--- src/rtl/rgb2hsv_pkg.sv ---
// Shared constants and types for the RGB-to-HSV pipeline: hue constants and sector encoding.
package rgb2hsv_pkg;

   localparam logic [8:0] HUE_60  = 9'd60;
   localparam logic [8:0] HUE_120 = 9'd120;
   localparam logic [8:0] HUE_240 = 9'd240;
   localparam logic [8:0] HUE_360 = 9'd360;

   typedef enum logic [1:0] {
      SEC_R = 2'd0,
      SEC_G = 2'd1,
      SEC_B = 2'd2
   } sector_t;

endpackage

--- src/rtl/rgb2hsv_div.sv ---
// Combinational unsigned floor divider; a zero divisor yields a zero quotient.
module rgb2hsv_div #(
   parameter int NW = 16,
   parameter int DW = 8,
   parameter int QW = 8
) (
   input  logic [NW-1:0] num,
   input  logic [DW-1:0] den,
   output logic [QW-1:0] quo
);

   logic [NW-1:0] full;

   // Quotient with divide-by-zero forced to 0, truncated to the result width
   always_comb begin
      full = '0;
      if (den == '0) begin
         full = '0;
      end else begin
         full = num / NW'(den);
      end
      quo = full[QW-1:0];
   end

endmodule

--- src/rtl/rgb2hsv_pipe.sv ---
// Four-stage RGB-to-HSV converter with a single global advance for backpressure.
// Optional macro RGB2HSV_PIPE_CNT_EN adds a saturating output-transfer counter (out_cnt).
module rgb2hsv_pipe
   import rgb2hsv_pkg::*;
#(
   parameter int CW = 8,
   parameter int HF = 0
) (
   input  logic              clk,
   input  logic              rst,
   input  logic              in_valid,
   output logic              in_ready,
   input  logic [3*CW-1:0]   in_rgb,
   output logic              out_valid,
   input  logic              out_ready,
   output logic [9+HF-1:0]   out_h,
   output logic [CW-1:0]     out_s,
   output logic [CW-1:0]     out_v
`ifdef RGB2HSV_PIPE_CNT_EN
   ,output logic [31:0]      out_cnt
`endif
);

   localparam int HW = 9 + HF;
   // Hue numerator reaches 360*delta*2^HF; extra headroom keeps the signed sum exact
   localparam int NW = CW + HF + 11;

   logic adv;
   assign adv      = !out_valid || out_ready;
   assign in_ready = adv;

   logic [CW-1:0]        r, g, b, cmax_c, cmin_c;
   sector_t              sec_c;
   logic signed [CW:0]   n_c;

   logic                 v1, v2, v3;
   logic [CW-1:0]        cmax1, delta1, cmax2, delta2, cmax3;
   sector_t              sec1;
   logic signed [CW:0]   n1;
   logic [NW-1:0]        hnum2;
   logic [2*CW-1:0]      snum2;
   logic [HW-1:0]        h3, hq;
   logic [CW-1:0]        s3, sq;

   logic [8:0]           off_c;
   logic signed [NW-1:0] hsum_c;
   logic [NW-1:0]        hnum_c;
   logic [2*CW-1:0]      snum_c;

   // Stage-1 combinational: extremes, sector (ties R > G > B) and signed hue numerator term
   always_comb begin
      r = in_rgb[3*CW-1:2*CW];
      g = in_rgb[2*CW-1:CW];
      b = in_rgb[CW-1:0];
      if (r >= g && r >= b) begin
         sec_c  = SEC_R;
         cmax_c = r;
         n_c    = $signed({1'b0, g}) - $signed({1'b0, b});
      end else if (g >= b) begin
         sec_c  = SEC_G;
         cmax_c = g;
         n_c    = $signed({1'b0, b}) - $signed({1'b0, r});
      end else begin
         sec_c  = SEC_B;
         cmax_c = b;
         n_c    = $signed({1'b0, r}) - $signed({1'b0, g});
      end
      if (r <= g && r <= b) begin
         cmin_c = r;
      end else if (g <= b) begin
         cmin_c = g;
      end else begin
         cmin_c = b;
      end
   end

   // Stage-2 combinational: hue offset per sector, scaled hue numerator and saturation numerator
   always_comb begin
      case (sec1)
         SEC_R:   off_c = (n1 < 0) ? HUE_360 : 9'd0;
         SEC_G:   off_c = HUE_120;
         SEC_B:   off_c = HUE_240;
         default: off_c = 9'd0;
      endcase
      hsum_c = NW'(n1) * $signed({{(NW-9){1'b0}}, HUE_60})
             + $signed({{(NW-9){1'b0}}, off_c}) * $signed({{(NW-CW){1'b0}}, delta1});
      hnum_c = $unsigned(hsum_c <<< HF);
      snum_c = {delta1, {CW{1'b0}}} - {{CW{1'b0}}, delta1};
   end

   rgb2hsv_div #(.NW(NW), .DW(CW), .QW(HW)) u_div_h (
      .num (hnum2),
      .den (delta2),
      .quo (hq)
   );

   rgb2hsv_div #(.NW(2*CW), .DW(CW), .QW(CW)) u_div_s (
      .num (snum2),
      .den (cmax2),
      .quo (sq)
   );

   // Pipeline registers; every stage moves together on adv and holds otherwise
   always_ff @(posedge clk or posedge rst) begin
      if (rst) begin
         v1        <= 1'b0;
         v2        <= 1'b0;
         v3        <= 1'b0;
         out_valid <= 1'b0;
         cmax1     <= '0;
         delta1    <= '0;
         sec1      <= SEC_R;
         n1        <= '0;
         hnum2     <= '0;
         snum2     <= '0;
         delta2    <= '0;
         cmax2     <= '0;
         h3        <= '0;
         s3        <= '0;
         cmax3     <= '0;
         out_h     <= '0;
         out_s     <= '0;
         out_v     <= '0;
      end else if (adv) begin
         v1        <= in_valid;
         cmax1     <= cmax_c;
         delta1    <= cmax_c - cmin_c;
         sec1      <= sec_c;
         n1        <= n_c;
         v2        <= v1;
         hnum2     <= hnum_c;
         snum2     <= snum_c;
         delta2    <= delta1;
         cmax2     <= cmax1;
         v3        <= v2;
         h3        <= hq;
         s3        <= sq;
         cmax3     <= cmax2;
         out_valid <= v3;
         out_h     <= h3;
         out_s     <= s3;
         out_v     <= cmax3;
      end
   end

`ifdef RGB2HSV_PIPE_CNT_EN
   // Saturating count of output transfers
   always_ff @(posedge clk or posedge rst) begin
      if (rst) begin
         out_cnt <= 32'd0;
      end else if (out_valid && out_ready && out_cnt != 32'hFFFF_FFFF) begin
         out_cnt <= out_cnt + 32'd1;
      end
   end
`endif

endmodule

--- config.mk ---
export PLATFORM = sky130hd
export DESIGN_NAME = rgb2hsv_pipe
export DESIGN_NICKNAME = d
export VERILOG_FILES = /design/src/rtl/rgb2hsv_pkg.sv /design/src/rtl/rgb2hsv_div.sv /design/src/rtl/rgb2hsv_pipe.sv
export SDC_FILE = /design/constraint.sdc
export NUM_CORES = 1
export LEC_CHECK = 0
export CAP_MARGIN = 30
export CORE_UTILIZATION = 60
export CTS_BUF_LIST = sky130_fd_sc_hd__clkbuf_2
export DETAILED_ROUTE_END_ITERATION = 10
export MAX_ROUTING_LAYER = met4
export PLACE_DENSITY = 0.81
export SETUP_SLACK_MARGIN = 0.3
export SKIP_LAST_GASP = 1
export SLEW_MARGIN = 20
export SYNTH_ARGS = -nofsm -noshare
export SYNTH_HDL_FRONTEND = slang
export SYNTH_HIERARCHICAL = 1
export SYNTH_SLANG_ARGS = --single-unit
--- constraint.sdc ---
create_clock -name clk -period 37.9 [get_ports clk]
set_clock_uncertainty 0.2 [all_clocks]
set_input_delay 9.475 -clock clk [delete_from_list [all_inputs] [get_ports clk]]
set_output_delay 9.475 -clock clk [all_outputs]
set_load 0.02 [all_outputs]
; ---- Word level (Yosys, flattened, before mapping)
; Index checks and enable logic that the tools add are counted.
[op_classes]
magnitude_cmp = 7
n_addsub = 6
reduce_logical = 7
n_eq_ne = 2
mul = 2
muxes = 12
div = 2
[ops]
columns = cell, n
row1 = two-way mux 8 bit, 5
row2 = two-way mux 9 bit, 4
row3 = case mux 9 bit (3 select lines), 1
row4 = subtractor 8 x 8 -> 9 bit, 3
row5 = greater-or-equal comparator 8 bit, 3
row6 = <= comparator 8 bit, 3
row7 = adder 16 x 18 -> 19 bit, 1
row8 = divider 19 x 8 -> 19 bit, 1
row9 = multiplier 9 x 8 -> 17 bit, 1
row10 = divider 16 x 8 -> 16 bit, 1
row11 = logical NOT 8 bit, 2
row12 = subtractor 16 x 8 -> 16 bit, 1
row13 = "multiplier 9 x 5 -> 14 bit, second input constant", 1
row14 = "less-than comparator 9 x 1 -> 1 bit, second input constant", 1
row15 = subtractor 8 bit, 1
row16 = two-way mux 2 bit, 2
row17 = "equality test 2 x 1 -> 1 bit, second input constant", 1
row18 = "equality test 2 bit, second input constant", 1
row19 = logical AND 1 bit, 2
row20 = logical NOT 2 bit, 1
row21 = logical NOT 1 bit, 1
row22 = logical OR 1 bit, 1
[word_totals]
out_inout_bits = 27
elab_cells = 56
ff_bits = 132
inputBits = 28

; ---- Longest topological paths before layout
[logic_depth]
word_depth = 5
ltp_mapped = 214
depth_no_buf = 201

; ---- By module
; Netlist, hierarchy kept.
[by_module_without_submodules]
columns = module, area_per_inst_um2, n_inst, seq_area_each_um2, cells_per_inst
row1 = rgb2hsv_pipe, 10271.1, 1, 3228.1, 1230
row2 = rgb2hsv_div (u_div_h), 7749.9, 1, 0.0, 1085
row3 = rgb2hsv_div (u_div_s), 5596.6, 1, 0.0, 772

; ---- Worst setup path after synthesis
; OpenSTA, ideal clock, no wires.
[synth_timing]
path_type = reg2reg
startpoint = register delta2[0]
endpoint = register h3[0]
required_ns = 37.583
synth_period_minus_slack_ns = 40.167
path_buffers = 16
setup_time_ns = 0.117
arrival_time_ns = 39.850
path_stages_with_launch = 203
path_slack_ns = -2.267
path_cell_list = dfrtp_1 -> inv_1 -> ha_1 -> a31oi_1 -> ha_1 -> or4b_1 -> nand2_1 -> a21oi_1 -> ha_1 -> or4b_2 -> a31o_2 -> o21a_1 -> ha_1 -> nor2_1 -> o21a_1 -> a21o_1 -> mux2i_1 -> inv_1 -> [... 167 more ...] -> nor2_2 -> a21oi_2 -> ha_1 -> nor2b_1 -> o21ai_0 -> nand2_1 -> a21oi_1 -> nor2b_1 -> o21ai_0 -> nand2b_1 -> a21o_1 -> a211o_1 -> a2111oi_0 -> o211ai_1 -> o21ai_0 -> o21ai_1 -> nand2_1 -> nand2_1
[synth_between]
elab_chain_cells = 2
word_cells_on_any_way = 3
classes_between = 1 x div / 1 x mux / 1 x reduce/logical
[synth_lines]
columns = item, line
row1 = from (decl), rgb2hsv_pipe.sv:37  ; logic [CW-1:0] cmax1, delta1, cmax2, delta2, cmax3;
row2 = from (signal assigned), rgb2hsv_pipe.sv:133  ; delta2 <= delta1;
row3 = divider 19 x 8 -> 19 bit or logical NOT 8 bit (tied branches), "rgb2hsv_div.sv:20, rgb2hsv_div.sv:17"
row4 = two-way mux 9 bit *, rgb2hsv_div.sv:17  ; if (den == '0) begin
row5 = via hq[0], rgb2hsv_pipe.sv:42  ; logic [HW-1:0] h3, hq;
row6 = to (signal assigned), rgb2hsv_pipe.sv:136  ; h3 <= hq;
row7 = to (decl), rgb2hsv_pipe.sv:42
; The timed path passes the listed nets; every way through them passes the cells marked *.
; A chain may end at the register's enable or synchronous reset.

; ---- Final worst setup path
[layout_timing]
startpoint = register delta2[7]
endpoint = register h3[0]
; The elaborated chain is that of the path after synthesis.

==> results by group <==
STA
  – Worst Tran Pin Value: 0.9473 ns
  – Setup violations, final: 0
  – Part of the cycle the worst path needs: 99.04%
  – F_max: 26.64 MHz
  – RSZ-0062 raised after global routing: true
  – Slew HR: 36.32%
  – Minimum clock period: 37.54 ns
  – Final Max Slew Viols: 0
  – Final WS setup: 0.3637 ns
  – Final hold slack: 0.2886 ns
  – Endpoints failing hold: 0

Route
  – Routed Wire Length: 72080 um
  – Vias: 24260
  – DRT antenna net count: 0
  – Iteration count of the initial detailed-routing pass: 9
  – Routed len/inst: 19.06 um
  – DRC violations left: 4
  – Via-to-Cell Ratio: 6.414
  – Initial DRC count: 2002

Run status
  – Outcome: finished with violations
  – Failing checks: DRC

Synth
  – Count leader, synth: nand2_1
  – Post-Synthesis Cells: 3087
  – FFs w/ async S/R, synth: 100.0%
  – Main flop type after synthesis: dfrtp_1
  – EDFF count, synth: 0
  – Synth Register Bits: 129
  – Cell taking the most area after synthesis: ha_1
  – Top cell type's share of synthesized area: 17.59%
  – Area contributors post-synth: ha_1 (18%), dfrtp_1 (14%), nand2_1 (6.4%)
  – Syn Area/Cell: 7.651 um2
  – Count of cell types in the netlist: 124
  – Sequential share of the synthesized area: 13.67%
  – Ys Warns: 6
  – Post-synthesis cell area: 23620 um2
  – Post-synth top cells: nand2_1 (405), ha_1 (332), nor2_1 (252), a21oi_1 (197), inv_1 (195)

Worst setup path
  – RR Endpoint: h3[0]
  – CP Depth: 202
  – Slowest cell on crit path: or4b_4
  – Reg-to-reg slack, setup: 0.36 ns
  – Arr. time, crit path: 38.01 ns
  – CP Data Required Time: 38.38 ns
  – CP startpoint kind: register
  – Crit path capture: h3[0]
  – WP buf/inv: 12
  – Most frequent CP cell: o21a_1
  – RR Startpoint: delta2[7]
  – Top Family by Delay on Critical Path: compound AO/OA/AOI/OAI gates
  – Critical Path Max Stage Delay: 0.53 ns
  – Setup Crit Path Kind: register to register
  – Critical path endpoint category: register
  – R2R cell count: 202
  – Peak fanout along the critical path: 7
  – Crit path from: delta2[7]

Finish
  – Final design utilization: 70.94%
  – Nets: 3651
  – Layout cells sized above 1: 17.32%
  – Fillers: 3090
  – Layout area overhead: 16.35%
  – Multi-input logic area: 20570 um2
  – Register area: 3232 um2

Clock network
  – H-tree lvl count: 4
  – CTS max path bufs: 2
  – Clock slew at reported path FFs: 0.24 ns
  – CTS buffer count: 17
  – Clock root cell: clkbuf_2
  – TritonCTS clock tree: done
  – Post-CTS Hold Buffers: 0
  – CTS Sinks: 129
  – Worst skew pair latency: 0.78 ns

Worst hold path
  – Worst hold start: cmax1[1]
  – Hold Path Class: register to register

GRT
  – Vias in the first global route: 22620
  – First-pass GRT wire length: 112000 um
  – Pin count of the biggest net entering global routing: 81
  – Tot GR Track Use: 34.41%
  – Total gr overflow: 0
  – Initial antenna violation count: 1

Floorplan
  – Die X: 200.4 um
  – Die area: 40160 um2
  – Io pins: 55
  – Die Ht: 200.4 um
  – Starting Density: 60.97%
  – Row count: 72
  – Core region area: 38740 um2

Placement
  – Dpl ws: -1.365 ns
  – I/O Buffers: 54
  – Final GP Congestion: 0.9808
  – Dpl hpwl: 53190 um

Run
  – Maxcap violations: 0
## metal layers
| layer | global-route usage (%) | part of all wire (%) | routed length [um] |
|---|---|---|---|
| met5 | - | 0 | 0 |
| met4 | 8.806 | 3.0 | 2173 |
| met2 | 59.30 | 49 | 35230 |
| met1 | 42.60 | 41 | 29830 |
| met3 | 4.019 | 6.7 | 4848 |
## registers in the layout, summed over array words and instances, names as in the netlist
name / count
hnum2: 17
snum2: 15
h3: 9
n1: 9
out_h: 9
cmax1: 8
cmax2: 8
cmax3: 8
delta1: 8
delta2: 8
out_s: 8
out_v: 8
s3: 8
sec1: 2
out_valid: 1
v1: 1
v2: 1
v3: 1
## through the flow
stage	instance area [um2]	std cells	TNS [ns]
floorplan	24000	3093	0
global placement	25040	3610	0
detailed placement	25050	3611	-1.365
CTS	25790	3681	0
global route	27480	3781	-1.069
finish	27480	3782	0
## repair_timing
action                                  in CTS  in global routing
buffers inserted                            37                 98
gates cloned                                 1                  0
pin swaps                                   27                177
resized for setup                           49                175
endpoints found under the setup margin       1                  2
## how the worst min path moves through the flow
stage / depth (start not counted) / end / slack [ns]
finish: 2 / cmax2[1] / 0.29
floorplan: 2 / v3 / 0.23
global placement: 2 / v1 / 0.25
CTS: 2 / out_s[7] / 0.28
global route: 2 / out_s[2] / 0.31
detailed placement: 2 / v2 / 0.26
## kinds of logic after synthesis
logic type      Yosys count  share of synthesized area [%]
simple gates           1149                          23.54
flops                   129                          13.67
compound gates          881                          26.22
mux                     110                          5.065
fa+ha+maj               374                          21.15
buf+inv                 303                          5.149
other cells               1                        0.01588
xor+xnor                140                          5.192
## final cells by class
| cell class | instances | share of cell area, % |
|---|---|---|
| antenna | 2 | 0.01821 |
| clock buffer | 18 | 0.3278 |
| clock inverter | 14 | 0.5919 |
| inverter | 196 | 2.718 |
| multi-input combinational | 2662 | 74.87 |
| sequential | 129 | 11.76 |
| tap | 518 | 2.359 |
| timing repair buffer | 243 | 7.358 |
## cell usage in the layout (no fill, tap or decap), drive strengths merged, types with 40 or more instances in the layout
cell type / netlist / final
a21o: 56 / 56
a21oi: 200 / 200
and2: 54 / 54
buf: 34 / 189
clkdlybuf4s50: 0 / 54
dfrtp: 129 / 129
fa: 42 / 42
ha: 332 / 332
inv: 196 / 197
mux2: 61 / 61
mux2i: 49 / 49
nand2: 406 / 407
nand3: 48 / 48
nor2: 255 / 255
nor3: 142 / 142
o211ai: 40 / 40
o21a: 114 / 114
o21ai: 159 / 159
o31ai: 57 / 57
xnor2: 91 / 91
xor2: 49 / 49
## worst reg2reg max path: cells and delay by family (launching register included)
family | cells | cell delay (ns)
simple gates | 56 | 8.90
flops | 1 | 0.46
compound gates | 110 | 19.99
buf+inv | 12 | 1.57
mux | 6 | 1.51
fa+ha+maj | 18 | 4.73
Power is not shown: default switching activity piles up to over one toggle a cycle in this logic, so the estimate is an artifact.
